[src/rtl/operand_collector.sv]
// Packs a 16-bit valid/ready word stream into groups of four parallel operands,
// with a one-group output register. Optional partial-group flush: OPC_FLUSH_EN.
module operand_collector (
  input  logic        clk,
  input  logic        rst_n,
  input  logic        s_valid,
  output logic        s_ready,
  input  logic [15:0] s_data,
`ifdef OPC_FLUSH_EN
  input  logic        flush,
  output logic [2:0]  out_words,
`endif
  output logic        out_valid,
  input  logic        out_ready,
  output logic [15:0] in1,
  output logic [15:0] in2,
  output logic [15:0] in3,
  output logic [15:0] in4,
  output logic [7:0]  grp_cnt
);

  logic [1:0]        cnt_q, cnt_d;
  logic [2:0][15:0]  stage_q, stage_d;
  logic [3:0][15:0]  grp_q, grp_d;
  logic              out_valid_q, out_valid_d;
  logic [7:0]        grp_cnt_q, grp_cnt_d;
  logic              flush_pend_q, flush_pend_d;
  logic [2:0]        words_q, words_d;

  logic accept, drain, load_full, load_part;

  // Only the 4th word needs the output register, so only it can be stalled.
  assign s_ready   = !(cnt_q == 2'd3 && out_valid_q && !out_ready) && !flush_pend_q;
  assign accept    = s_valid && s_ready;
  assign drain     = out_valid_q && out_ready;
  assign load_full = accept && (cnt_q == 2'd3);

`ifdef OPC_FLUSH_EN
  logic [2:0] cnt_after;
  assign load_part = flush_pend_q && (!out_valid_q || out_ready);
  assign cnt_after = {1'b0, cnt_q} + {2'b00, accept};
`else
  assign load_part = 1'b0;
`endif

  // NOTE: every always_comb output gets its default first, so no path can infer a latch.
  always_comb begin
    cnt_d        = cnt_q;
    stage_d      = stage_q;
    grp_d        = grp_q;
    out_valid_d  = out_valid_q;
    grp_cnt_d    = grp_cnt_q + {7'd0, drain};
    flush_pend_d = flush_pend_q;
    words_d      = words_q;

    if (accept) begin
      cnt_d = cnt_q + 2'd1;
      case (cnt_q)
        2'd0:    stage_d[0] = s_data;
        2'd1:    stage_d[1] = s_data;
        2'd2:    stage_d[2] = s_data;
        default: stage_d    = stage_q;
      endcase
    end

    if (load_full) begin
      // The last word bypasses staging and goes straight to in4.
      grp_d   = {s_data, stage_q[2], stage_q[1], stage_q[0]};
      words_d = 3'd4;
    end

`ifdef OPC_FLUSH_EN
    if (load_part) begin
      grp_d[0]     = stage_q[0];
      grp_d[1]     = (cnt_q > 2'd1) ? stage_q[1] : 16'd0;
      grp_d[2]     = (cnt_q > 2'd2) ? stage_q[2] : 16'd0;
      grp_d[3]     = 16'd0;
      words_d      = {1'b0, cnt_q};
      cnt_d        = 2'd0;
      flush_pend_d = 1'b0;
    end else if (flush && !load_full && cnt_after != 3'd0) begin
      flush_pend_d = 1'b1;
    end
`endif

    if (load_full || load_part) begin
      out_valid_d = 1'b1;
    end else if (drain) begin
      out_valid_d = 1'b0;
    end
  end

  // NOTE: sequential state uses non-blocking assignments only; the staging
  // registers are reset too so a flushed partial group never exposes stale data.
  always_ff @(posedge clk or negedge rst_n) begin
    if (!rst_n) begin
      cnt_q        <= 2'd0;
      stage_q      <= '0;
      grp_q        <= '0;
      out_valid_q  <= 1'b0;
      grp_cnt_q    <= 8'd0;
      flush_pend_q <= 1'b0;
      words_q      <= 3'd0;
    end else begin
      cnt_q        <= cnt_d;
      stage_q      <= stage_d;
      grp_q        <= grp_d;
      out_valid_q  <= out_valid_d;
      grp_cnt_q    <= grp_cnt_d;
      flush_pend_q <= flush_pend_d;
      words_q      <= words_d;
    end
  end

  assign out_valid = out_valid_q;
  assign in1       = grp_q[0];
  assign in2       = grp_q[1];
  assign in3       = grp_q[2];
  assign in4       = grp_q[3];
  assign grp_cnt   = grp_cnt_q;

`ifdef OPC_FLUSH_EN
  assign out_words = words_q;
`else
  logic unused_words;
  assign unused_words = ^words_q;
`endif

endmodule

[config.mk]
export PLATFORM = sky130hd
export DESIGN_NAME = operand_collector
export DESIGN_NICKNAME = d
export VERILOG_FILES = /design/src/rtl/operand_collector.sv
export SDC_FILE = /design/constraint.sdc
export NUM_CORES = 1
export LEC_CHECK = 0
export CAP_MARGIN = 5
export CELL_PAD_IN_SITES_DETAIL_PLACEMENT = 2
export CELL_PAD_IN_SITES_GLOBAL_PLACEMENT = 2
export CORE_MARGIN = 3
export CORE_UTILIZATION = 33
export CTS_CLUSTER_DIAMETER = 150
export DETAILED_ROUTE_END_ITERATION = 8
export PLACE_DENSITY = 0.83
export REMOVE_ABC_BUFFERS = 1
export SKIP_CTS_REPAIR_TIMING = 1
export SLEW_MARGIN = 20
export SYNTH_ARGS = -nofsm -noshare
export SYNTH_HDL_FRONTEND = slang
export SYNTH_SLANG_ARGS = --single-unit
[constraint.sdc]
create_clock -name clk -period 1.44 [get_ports clk]
set_input_delay 0.288 -clock clk [delete_from_list [all_inputs] [get_ports clk]]
set_output_delay 0.288 -clock clk [all_outputs]
set_load 0.01 [all_outputs]
==> run metrics <==
RR Endpoint=in1[6]; TritonCTS clock tree=yes; Port-buffer cells=93; min-delay worst type=input port to async pin; critical path arrival=2.02 ns; Die Wd=roughly 130 um; Synth Register Bits=123; Worst Slack Setup Final=-0.275 ns; Initial Util=0.344; Final Hold Violating Endpoints=0; detailed placement HPWL=approximately 7.4 mm; sequential-to-total area share from yosys stat=0.630; layout cells sized above 1=0.420; distinct cell type count after synthesis=19; largest fanout on the critical path=7; Post-Route WL=approximately 14 mm; CTS sink count=approximately 120; Vias=~2800; remaining antenna violation count after routing=0; all-layer global routing usage=0.151; R2R depth=6; H-tree levels=4; row count=between 40 and 50; dpl ws=-0.438 ns; Static Leak=4.03 nW; post-layout min period=1.71 ns; share of the synthesized area in the top cell type=0.630; CP Launch Type=register; Synth Warn #=0; ys flop type=dfrtp_1; placed inst area=between 6000 and 7000 um2; Placed Instances=557; Rel. slew slack=0.757; clock tree buffer depth=2; crit end category=register; number of synthesized flops with an enable pin=0; max_cap viols=0; drt via density=approximately 4.7; Worst-Skew Late Latency=between 0.4 and 0.5 ns; Ant. Diodes=0; RR Startpoint=cnt_q[0]; final core utilization=0.524; CTS Buf Count=17; WL per Instance=23.3 um; RSZ-0062 raised after global routing=yes; Slew Limit Fails=0; Reg2Reg Setup Slack=-0.27 ns; die area=16300 um2; most common cell in the synthesized netlist=dfrtp_1; largest cells by area after synthesis=dfrtp_1 (63%), mux2_2 (11%), mux2_4 (9.2%); PD cells=2440 nW/um2; CP Class=register to register; clock-pin slew on the worst setup and hold paths=0.06 ns; syn_area_per_cell=17.3 um2; outcome=finished with violations; CTS root buf=clkbuf_16; Ports=94; Mapped Cells=282; Nets=436; Commonest cells post-synth=dfrtp_1 (123), mux2_2 (49), mux2_1 (34), mux2_4 (30), buf_6 (10); Area Overhead vs Synth=52.4%; Worst setup startpoint=cnt_q[0]; Placer Congestion=0.678; maximum number of pins on one net before global-route repair=66; failing checks=negative setup slack; vias in the first global route=~3200; Final setup viols=113; 1st-iter DRT viols=~120; FFs w/ async S/R, synth=1.00; fin area=7450 um2; post-route DRC violation count=0; Fin Hold WS=~0.22 ns; Worst EP required=roughly 1.7 ns; fmax=583 MHz; chip height=roughly 130 um; initial antenna violation count=0; first-pass GRT wire length=18.6 mm; Post-Syn Area=4890 um2; final period utilization=1.19; Max IR drop VDD=0.889 mV; fin cells=601; total core area=~14000 um2; worst slew pin tran=0.365 ns; router iterations before antenna repair=4; worst clock skew=0.00830 ns; total gr overflow=0; post-synth top area cell=dfrtp_1
## critical path: stages, from the launching register on
cell,delay (ns)
dfrtp_1,0.42
ha_4,0.19
nand2_4,0.06
nor2b_4,0.22
buf_12,0.18
buf_6,0.16
mux2_2,0.35
## final cells by class
| class | instances | area, um2 |
|---|---|---|
| clock buffer | 23 | 478 |
| clock inverter | 7 | 163 |
| fill | 1254 | 6760 |
| inverter | 2 | 10.0 |
| multi-input combinational | 144 | 1900 |
| sequential | 123 | 3080 |
| tap | 180 | 225 |
| timing repair buffer | 122 | 1580 |
## state kept, by name (all words and copies together) (netlist names)
| register | count |
|---|---|
| in2 | 16 |
| in1 | 16 |
| cnt_q | 2 |
| grp_cnt | 8 |
| in3 | 16 |
| out_valid | 1 |
| in4 | 16 |
| stage_q | 48 |
## cell usage in the layout (no fill, tap or decap), types with 4 or more instances in the layout
cell	n
buf_12	11
buf_4	7
buf_6	4
bufinv_16	5
clkbuf_16	23
clkdlybuf4s50_1	18
dfrtp_1	120
dlymetal6s2s_1	72
mux2_1	12
mux2_2	17
mux2_4	84
nand2_1	4
xnor2_1	4
## cell families (layout without fill, tap and decap cells)
family / count (synthesis) / after routing / synth area share
buffers and inverters: 15 / 154 / 0.0369
AND/OR/NAND/NOR: 18 / 18 / 0.0220
XOR/XNOR: 7 / 7 / 0.0125
multiplexers: 113 / 113 / 0.283
adder cells (fa/ha/maj): 6 / 6 / 0.0154
flip-flops: 123 / 123 / 0.630
## how the worst max path moves through the flow
stage / end / depth (start not counted)
floorplan: in1[10] / 4
global placement: in2[5] / 5
detailed placement: in4[2] / 5
CTS: s_ready / 3
global route: in1[6] / 6
finish: in1[6] / 6
## power breakdown
part	switching, mW	leakage [nW]	total, mW	internal, mW
Sequential	1.13	1.47	6.34	5.21
Clock	1.52	0.309	4.70	3.19
Combinational	2.58	2.25	7.15	4.57
Total	5.23	4.03	18.2	13.0
## routing by layer
layer,wire length [um],share of wire,global-route usage
met4,256,0.018,0.0637
met1,5900,0.42,0.188
met2,7260,0.52,0.247
met5,0,0,0
met3,608,0.043,0.0433
## stage by stage
| step | setup TNS (ns) | total power, mW |
|---|---|---|
| final | -21.02 | 18.2 |
| after global routing | -26.51 | 19.1 |
| after CTS | -36.53 | 17.1 |
| after detailed placement | -46.04 | 12.2 |
| after global placement | -43.88 | 11.8 |
| after floorplan | -194.06 | 8.98 |
Note: power is estimated with default switching activity, not from simulation.
